[config.mk]
export PLATFORM = sky130hd
export DESIGN_NAME = pn_token_tx
export DESIGN_NICKNAME = d
export VERILOG_FILES = /design/src/rtl/pn_token_tx.sv
export SDC_FILE = /design/constraint.sdc
export NUM_CORES = 1
export LEC_CHECK = 0
export ABC_AREA = 1
export CAP_MARGIN = 20
export CORE_MARGIN = 1.5
export CORE_UTILIZATION = 30
export CTS_CLUSTER_DIAMETER = 200
export DETAILED_ROUTE_END_ITERATION = 8
export MAX_ROUTING_LAYER = met4
export PLACE_DENSITY_LB_ADDON = 0.2
export SLEW_MARGIN = 20
export SYNTH_ARGS = -nofsm -noshare
export SYNTH_HDL_FRONTEND = slang
export SYNTH_SLANG_ARGS = --single-unit
[constraint.sdc]
create_clock -name clk -period 3.4 [get_ports clk]
set_clock_uncertainty 0.2 [all_clocks]
set_input_delay 0.51 -clock clk [delete_from_list [all_inputs] [get_ports clk]]
set_output_delay 0.51 -clock clk [all_outputs]
set_load 0.03 [all_outputs]
[src/rtl/pn_token_tx.sv]
// Transmit end of the Polish Notation evaluator link: buffers tokens, sends a burst and collects results.
// Optional build macro PN_TX_REPLAY_EN keeps the loaded burst after DONE so a new start resends it.
module pn_token_tx #(
  parameter int BUFFER_LEN    = 16,
  parameter int CNT_W         = 5,
  parameter int RES_W         = 32,
  parameter int NUM_OF_RESULT = 4,
  parameter int TIMEOUT       = 31
) (
  input  logic             clk,
  input  logic             rst,
  input  logic             wr_en,
  input  logic             wr_op,
  input  logic [2:0]       wr_val,
  input  logic [1:0]       cfg_mode,
  input  logic             start,
  output logic             busy,
  output logic             full,
  output logic [CNT_W-1:0] tok_cnt,
  output logic [1:0]       pn_mode,
  output logic             pn_operator,
  output logic [2:0]       pn_in,
  output logic             pn_in_valid,
  input  logic             pn_out_valid,
  input  logic [RES_W-1:0] pn_out,
  output logic             res_valid,
  output logic [RES_W-1:0] res_data,
  output logic [1:0]       res_idx,
  output logic             done,
  output logic             timeout_err
);
  localparam int AW  = $clog2(BUFFER_LEN);
  localparam int WCW = $clog2(TIMEOUT + 1);
  localparam int RCW = $clog2(NUM_OF_RESULT + 1);

  typedef enum logic [2:0] {S_IDLE, S_SEND, S_WAIT, S_COLLECT, S_DONE} state_t;

  state_t           r_state;
  logic [3:0]       r_buf [BUFFER_LEN];
  logic [CNT_W-1:0] r_tok_cnt, r_ptr;
  logic [WCW-1:0]   r_wait_cnt;
  logic [RCW-1:0]   r_res_cnt;
  logic             r_full, r_busy, r_pn_op, r_pn_valid, r_res_valid, r_done, r_timeout_err;
  logic [2:0]       r_pn_in;
  logic [1:0]       r_pn_mode, r_res_idx;
  logic [RES_W-1:0] r_res_data;

  logic             w_fresh, w_start, w_wr;
  logic [CNT_W-1:0] w_cnt_nxt;
  logic [AW-1:0]    w_widx;

`ifdef PN_TX_REPLAY_EN
  // Set once a burst completes; the next write restarts the load at index 0.
  logic r_replay;
  always_ff @(posedge clk) begin
    if (rst)                            r_replay <= 1'b0;
    else if (w_wr)                      r_replay <= 1'b0;
    else if (r_state == S_DONE)         r_replay <= 1'b1;
  end
  assign w_fresh = r_replay;
`else
  assign w_fresh = 1'b0;
`endif

  assign w_start   = (r_state == S_IDLE) && start && (r_tok_cnt != '0);
  assign w_wr      = (r_state == S_IDLE) && wr_en && !w_start && (w_fresh || !r_full);
  assign w_cnt_nxt = w_fresh ? CNT_W'(1) : r_tok_cnt + 1'b1;
  assign w_widx    = w_fresh ? '0 : r_tok_cnt[AW-1:0];

  always_ff @(posedge clk) begin
    if (w_wr) r_buf[w_widx] <= {wr_op, wr_val};
  end

  always_ff @(posedge clk) begin
    if (rst) begin
      r_state       <= S_IDLE;
      r_tok_cnt     <= '0;
      r_ptr         <= '0;
      r_wait_cnt    <= '0;
      r_res_cnt     <= '0;
      r_full        <= 1'b0;
      r_busy        <= 1'b0;
      r_pn_mode     <= '0;
      r_pn_op       <= 1'b0;
      r_pn_in       <= '0;
      r_pn_valid    <= 1'b0;
      r_res_valid   <= 1'b0;
      r_res_data    <= '0;
      r_res_idx     <= '0;
      r_done        <= 1'b0;
      r_timeout_err <= 1'b0;
    end else begin
      r_pn_mode   <= '0;
      r_res_valid <= 1'b0;
      r_done      <= 1'b0;
      case (r_state)
        S_IDLE: begin
          if (w_start) begin
            // First token goes out on the cycle right after start.
            r_state              <= S_SEND;
            r_busy               <= 1'b1;
            r_timeout_err        <= 1'b0;
            r_pn_mode            <= cfg_mode;
            r_pn_valid           <= 1'b1;
            {r_pn_op, r_pn_in}   <= r_buf[0];
            r_ptr                <= CNT_W'(1);
          end else if (w_wr) begin
            r_tok_cnt <= w_cnt_nxt;
            r_full    <= (w_cnt_nxt == CNT_W'(BUFFER_LEN));
          end
        end
        S_SEND: begin
          if (r_ptr < r_tok_cnt) begin
            {r_pn_op, r_pn_in} <= r_buf[r_ptr[AW-1:0]];
            r_ptr              <= r_ptr + 1'b1;
          end else begin
            r_pn_valid <= 1'b0;
            r_pn_op    <= 1'b0;
            r_pn_in    <= '0;
            r_wait_cnt <= '0;
            r_state    <= S_WAIT;
          end
        end
        S_WAIT: begin
          if (pn_out_valid) begin
            r_res_valid <= 1'b1;
            r_res_data  <= pn_out;
            r_res_idx   <= '0;
            r_res_cnt   <= RCW'(1);
            r_state     <= S_COLLECT;
          end else if (r_wait_cnt == WCW'(TIMEOUT - 1)) begin
            r_timeout_err <= 1'b1;
            r_done        <= 1'b1;
            r_state       <= S_DONE;
          end else begin
            r_wait_cnt <= r_wait_cnt + 1'b1;
          end
        end
        S_COLLECT: begin
          if (!pn_out_valid || r_res_cnt == RCW'(NUM_OF_RESULT)) begin
            r_done  <= 1'b1;
            r_state <= S_DONE;
          end else begin
            r_res_valid <= 1'b1;
            r_res_data  <= pn_out;
            r_res_idx   <= r_res_cnt[1:0];
            r_res_cnt   <= r_res_cnt + 1'b1;
          end
        end
        S_DONE: begin
          r_state <= S_IDLE;
          r_busy  <= 1'b0;
          r_ptr   <= '0;
`ifndef PN_TX_REPLAY_EN
          r_tok_cnt <= '0;
          r_full    <= 1'b0;
`endif
        end
        default: r_state <= S_IDLE;
      endcase
    end
  end

  assign busy        = r_busy;
  assign full        = r_full;
  assign tok_cnt     = r_tok_cnt;
  assign pn_mode     = r_pn_mode;
  assign pn_operator = r_pn_op;
  assign pn_in       = r_pn_in;
  assign pn_in_valid = r_pn_valid;
  assign res_valid   = r_res_valid;
  assign res_data    = r_res_data;
  assign res_idx     = r_res_idx;
  assign done        = r_done;
  assign timeout_err = r_timeout_err;
endmodule

==> qor.txt, run 1 <==
CTS HTree Levels - 4
Total GRT Usage - 0.153
Syn avg cell area - 9.14 um^2
Synth Instances - 640
Slew margin rel. - 0.418
TNS Setup - 0 ns
Fin crit share - 0.772
Drt initial violations - 381
Antenna Cells - 0
Crit path DAT - 2.51 ns
Vias in the first global route - 4517
Placed insts - 969
Detailed Routing Iterations Pass 1 - 6
Reg clk slew, reported paths - 0.05 ns
Vias - 4553
Routed WL per cell - 14.3 um
Post-layout util - 0.401
Hold wc startpoint - timeout_err
Worst Hold Class - flip-flop to flip-flop
Worst IR Drop VDD - 0.430 mV
Max FO, Critical Path - 11
Synth top area share - 0.328
Setup violations, final - 0
Worst Tran Pin Value - 0.872 ns
Synth area leader - edfxtp_1
Critical path launch point type - flip-flop
Main synth FF type - dfxtp_1
Area Overhead vs Synth - 29.6%
Setup repair bufs after CTS - 0
Sink Count - 135
Kind of critical path - flip-flop to flip-flop
Detailed Route WL - 14.4 mm
CTS tree - done
Post-CTS resize count - 0
Share of layout cells above drive strength 1 - 0.119
Crit path time final - 2.63 ns
RR Startpoint - tok_cnt[0]
Starting Density - 0.310
Clock Tree Root - clkbuf_16
Die area - 20300 um^2
Yosys cell types - 34
# port buffers - 93
RSZ-0062 raised after global routing - false
Vias per inst - 4.55
Crit path from - tok_cnt[0]
CTS Buffer Depth - 2
Die Y - 143 um
Pre-CTS setup slack - 0.640 ns
Critical Path Sink Type - flip-flop
Residual DRC - 0
WHS - 0.259 ns
Leakage - 2.96 nW
Hold buffers post-CTS - 0
Worst Hold Depth - 2
Power per cell area - 771 nW/um^2
RePlAce Congestion - 0.797
Final antenna-violating net count - 0
Worst Path Required - 3.28 ns
# IOs - 94
Cts bufs inserted - 17
Total grt overflow - 0
Outcome - complete, no violations
Syn nets - 697
Die Wd - 143 um
Post-synthesis sequential area ratio - 0.571
Final Non-Filler Cells - 1001
First-pass GRT wire length - 22.9 mm
Max Cap Viol - 0
Synth top area cells - edfxtp_1 33%, dfxtp_1 24%, nand2_1 7.7%
Fin. max-slew vios - 0
Post-Syn Area - 5850 um^2
FF-to-FF path depth - 8
Post-synth ARST share - 0
Final worst setup slack - 0.774 ns
Number of synthesized register bits - 135
Largest net degree at the start of global routing - 41
Clock latency on the worst-skew pair - 0.42 ns
Nets - 785
Fmax - 381 MHz
Initial antenna violation count - 0
HPWL after DPL - 9.97 mm
FP Rows - 50
Core ar. - 18900 um^2
Fin. Hold Viols - 0
R2R Setup Slk - 0.77 ns
Post-synth EDFFs - 64
Warnings from Yosys - 0
routing by layer:
| metal | track usage | share of wire | vias up |
|---|---|---|---|
| met5 | - | 0 | - |
| met4 | 0.0608 | 0.017 | 0 |
| met3 | 0.0493 | 0.070 | 20 |
| met2 | 0.232 | 0.45 | 137 |
| met1 | 0.188 | 0.47 | 2093 |
| li1 | - | - | 2303 |
registers in the layout, indices dropped and copies added, names as in the netlist, 2 cells and up, named ones only:
| name | flops |
|---|---|
| pn_in | 3 |
| pn_mode | 2 |
| r_buf | 64 |
| r_ptr | 5 |
| r_res_cnt | 3 |
| r_state | 3 |
| r_wait_cnt | 5 |
| res_data | 32 |
| res_idx | 2 |
| tok_cnt | 5 |
report_power, final:
| group | internal [mW] | switching [mW] |
|---|---|---|
| clock | 1.16 | 0.686 |
| sequential | 1.95 | 0.189 |
| combinational | 0.646 | 1.22 |
| total | 3.76 | 2.09 |
kinds of logic (layout without fill, tap and decap cells):
logic type | after synthesis | in the layout | synth area share
compound gates | 78 | 78 | 0.0689
xor+xnor | 8 | 8 | 0.0120
fa+ha+maj | 14 | 14 | 0.0299
buf+inv | 75 | 176 | 0.0586
flops | 135 | 135 | 0.571
simple gates | 330 | 330 | 0.259
synth_stat cells, types with 14 or more instances:
master    instances
dfxtp_1          71
nand2_1         120
nor2_1           76
o21ai_0          28
inv_1            40
edfxtp_1         64
nor2_2           32
nand3_1          74
ha_1             14
clkbuf_1         14
o21ai_1          22
a21oi_1          23
worst max-delay path, cell delays in order (launching register included):
cell and delay [ns]:
dfxtp_1 0.38, inv_1 0.15, ha_1 0.19, nand3_1 0.18
nand3_4 0.18, nand3_1 0.34, inv_2 0.16, nand2_1 0.17
nor2_1 0.34
layout by cell type, fill, tap and decap left out:
master             n
o21ai_0           28
dfxtp_1           71
and3_1             1
clkinv_1           1
clkbuf_8           1
clkbuf_16         20
o21ai_1           22
clkinv_4           2
ha_1              14
buf_4              4
nand3_1           74
nor3_2             1
inv_1             40
edfxtp_1          64
nor2_2            32
o31ai_1            2
a21o_1             1
nand4_1            2
o21bai_1           2
inv_4              1
bufinv_16          1
a21oi_1           23
nand3_4            1
xor2_1             8
clkdlybuf4s50_1   93
nor2b_2            1
nand2_2            7
nor3_1             8
nand3b_1           1
nor2_4             3
clkinv_2           3
clkbuf_1           2
clkinvlp_4         1
nand2_1          120
inv_2              5
nand3_2            3
nor2_1            76
inv_6              2
stage by stage:
step	total power, mW	area [um^2]
2_1_floorplan	3.39	5850
3_3_place_gp	4.03	6980
3_5_place_dp	4.04	6980
4_1_cts	5.90	7580
5_1_grt	6.18	7580
6_report	5.85	7580
area by class of cell:
type | count | area [um^2]
flip-flops and latches | 135 | 3340
multi-input cells | 430 | 2160
fillers | 1927 | 11300
inverters | 47 | 181
well taps | 260 | 325
repair buffers | 97 | 961
clock buffers | 23 | 522
clock inverters | 9 | 85.1
worst paths after layout:
| path | end |
|---|---|
| hold reg to reg | timeout_err |
| hold / removal | timeout_err |
| setup reg to reg | r_buf[9][1] |
| setup / recovery | r_buf[9][1] |
Power figures use the tool's default switching activity.
==> inputs of run 2 (changes only) <==
==> constraint.sdc (replaced) <==
create_clock -name clk -period 2.6 [get_ports clk]
set_clock_uncertainty 0.2 [all_clocks]
set_input_delay 0.39 -clock clk [delete_from_list [all_inputs] [get_ports clk]]
set_output_delay 0.39 -clock clk [all_outputs]
set_load 0.03 [all_outputs]
==> qor.txt, run 2 (synthesis results as in run 1) <==
Outcome - complete, no violations
Power Internal - 4.94 mW (+31%)
HPWL after DPL - 10.2 mm (+2.4%)
Hold buffers post-CTS - 0 (unchanged)
Final antenna-violating net count - 0 (unchanged)
Setup violations, final - 0 (unchanged)
Pre-CTS setup slack - 0.226 ns (-0.414 ns)
Comb power frac - 0.329 (+0.011)
Slew margin rel. - 0.504 (+0.0855)
Routed WL per cell - 14.5 um (+1.4%)
Die Y - 143 um (unchanged)
Worst Path Required - 2.48 ns (-0.80 ns)
Fin crit share - 0.908 (+0.135)
CP peak stage delay - 0.38 ns (about the same)
RePlAce Congestion - 0.821 (+3.0%)
Vias in the first global route - 4783 (+5.9%)
Sw Share - 0.359 (+0.00148)
WHS - 0.257 ns (-0.00148 ns)
Drt initial violations - 380 (-0.26%)
Crit path DAT - 2.24 ns (-0.27 ns)
Post-layout util - 0.405 (+0.00358)
Kind of critical path - flip-flop to flip-flop
RSZ-0062 raised after global routing - false
First-pass GRT wire length - 23.9 mm (+4.3%)
Clock share of power - 0.310 (-0.005)
Largest Register - r_buf
Fin. Hold Viols - 0 (unchanged)
Clock Tree Root - clkbuf_16
Flop pwr share - 0.361 (-0.005)
Crit-path cells - inv_1, ha_1, nand3_1, nand3_4, nand3_1, inv_2, nand2_1, nor2_1
CP max-delay cell - dfxtp_1
Leakage - 2.99 nW (+1.2%)
Core ar. - 18900 um^2 (unchanged)
Critical Path Sink Type - flip-flop
Final worst setup slack - 0.240 ns (-0.534 ns)
Starting Density - 0.310 (unchanged)
Initial antenna violation count - 0 (unchanged)
Worst Hold Class - flip-flop to flip-flop
Die Wd - 143 um (unchanged)
Clock latency on the worst-skew pair - 0.41 ns (about the same)
Cell family with most CP delay - simple AND/OR/NAND/NOR gates
Most frequent cells in the layout - 120 x nand2_1, 93 x clkdlybuf4s50_1, 76 x nor2_1
# port buffers - 93 (unchanged)
CTS Buffer Depth - 2 (unchanged)
Die area - 20300 um^2 (unchanged)
Detailed Routing Iterations Pass 1 - 4 (-2)
Switching power - 2.76 mW (+32%)
Max FO, Critical Path - 10 (-1)
Total grt overflow - 0 (unchanged)
Detailed Route WL - 14.7 mm (+2.4%)
Worst IR Drop VDD - 0.448 mV (+4.2%)
Cts bufs inserted - 17 (unchanged)
CTS tree - done
Area Overhead vs Synth - 30.8%
Reg clk slew, reported paths - 0.05 ns (about the same)
Commonest non-fill, non-tap cell in the layout - nand2_1
Vias per inst - 4.55 (+0.14%)
# IOs - 94 (unchanged)
Sink Count - 135 (unchanged)
Power per cell area - 1010 nW/um^2 (+31%)
Post-CTS resize count - 0 (unchanged)
Setup repair bufs after CTS - 0 (unchanged)
Residual DRC - 0 (unchanged)
Worst Tran Pin Value - 0.742 ns (-0.130 ns)
Nets - 795 (+1.3%)
Max Cap Viol - 0 (unchanged)
TNS Setup - 0 ns (unchanged)
Crit path time final - 2.36 ns (-0.266 ns)
Vias - 4605 (+1.1%)
Total GRT Usage - 0.157 (+0.00475)
Antenna Cells - 0 (unchanged)
FP Rows - 50 (unchanged)
Share of layout cells above drive strength 1 - 0.129 (+0.0104)
CTS HTree Levels - 4 (unchanged)
Cell repeated most along the worst path - nand3_1
Crit path buffers/inverters - 2 (unchanged)
Max FFs per register - 64 (unchanged)
Fin. max-slew vios - 0 (unchanged)
Largest net degree at the start of global routing - 41 (unchanged)
Critical path launch point type - flip-flop
Fmax - 424 MHz (+11%)
[run 2: layout make-up]
cell class	instances	area, um^2
clock inverter	14	158
fill	1895	11200
timing repair buffer	107	1050
tap	260	325
inverter	47	181
clock buffer	18	429
sequential	135	3340
multi-input combinational	430	2160
[run 2: worst reg2reg max path, cell delays in order (launching register included)]
cell,delay [ns]
dfxtp_1,0.38
inv_1,0.14
ha_1,0.18
nand3_1,0.17
nand3_4,0.17
nand3_1,0.15
inv_2,0.09
nand2_1,0.19
nor2_1,0.36
[run 2: final timing paths]
path	startpoint	endpoint	slack (ns)	cells after the start
setup reg to reg	tok_cnt[1]	r_buf[14][1]	0.24	8
hold / removal	timeout_err	timeout_err	0.26	2
setup / recovery	tok_cnt[1]	r_buf[14][1]	0.24	8
hold reg to reg	timeout_err	timeout_err	0.26	2
[run 2: metrics by stage]
| step | std cells | power, mW | area (um^2) |
|---|---|---|---|
| after floorplan | 640 | 4.43 | 5850 |
| final | 1011 | 7.70 | 7650 |
| after global routing | 1011 | 8.13 | 7650 |
| after global placement | 979 | 5.31 | 7060 |
| after detailed placement | 979 | 5.35 | 7060 |
| after CTS | 1011 | 7.76 | 7650 |
[run 2: per-layer routing]
metal,part of all wire,global-route usage
met1,0.46,0.187
met2,0.45,0.248
met3,0.067,0.0543
met4,0.016,0.0553
met5,0,-
[run 2: power by group through the flow]
stage	Clock, mW	Combinational, mW	Sequential [mW]
global route	2.52	2.79	2.82
finish	2.39	2.53	2.78
floorplan	0	1.27	3.16
global placement	0	2.50	2.81
CTS	2.43	2.55	2.78
detailed placement	0	2.53	2.82
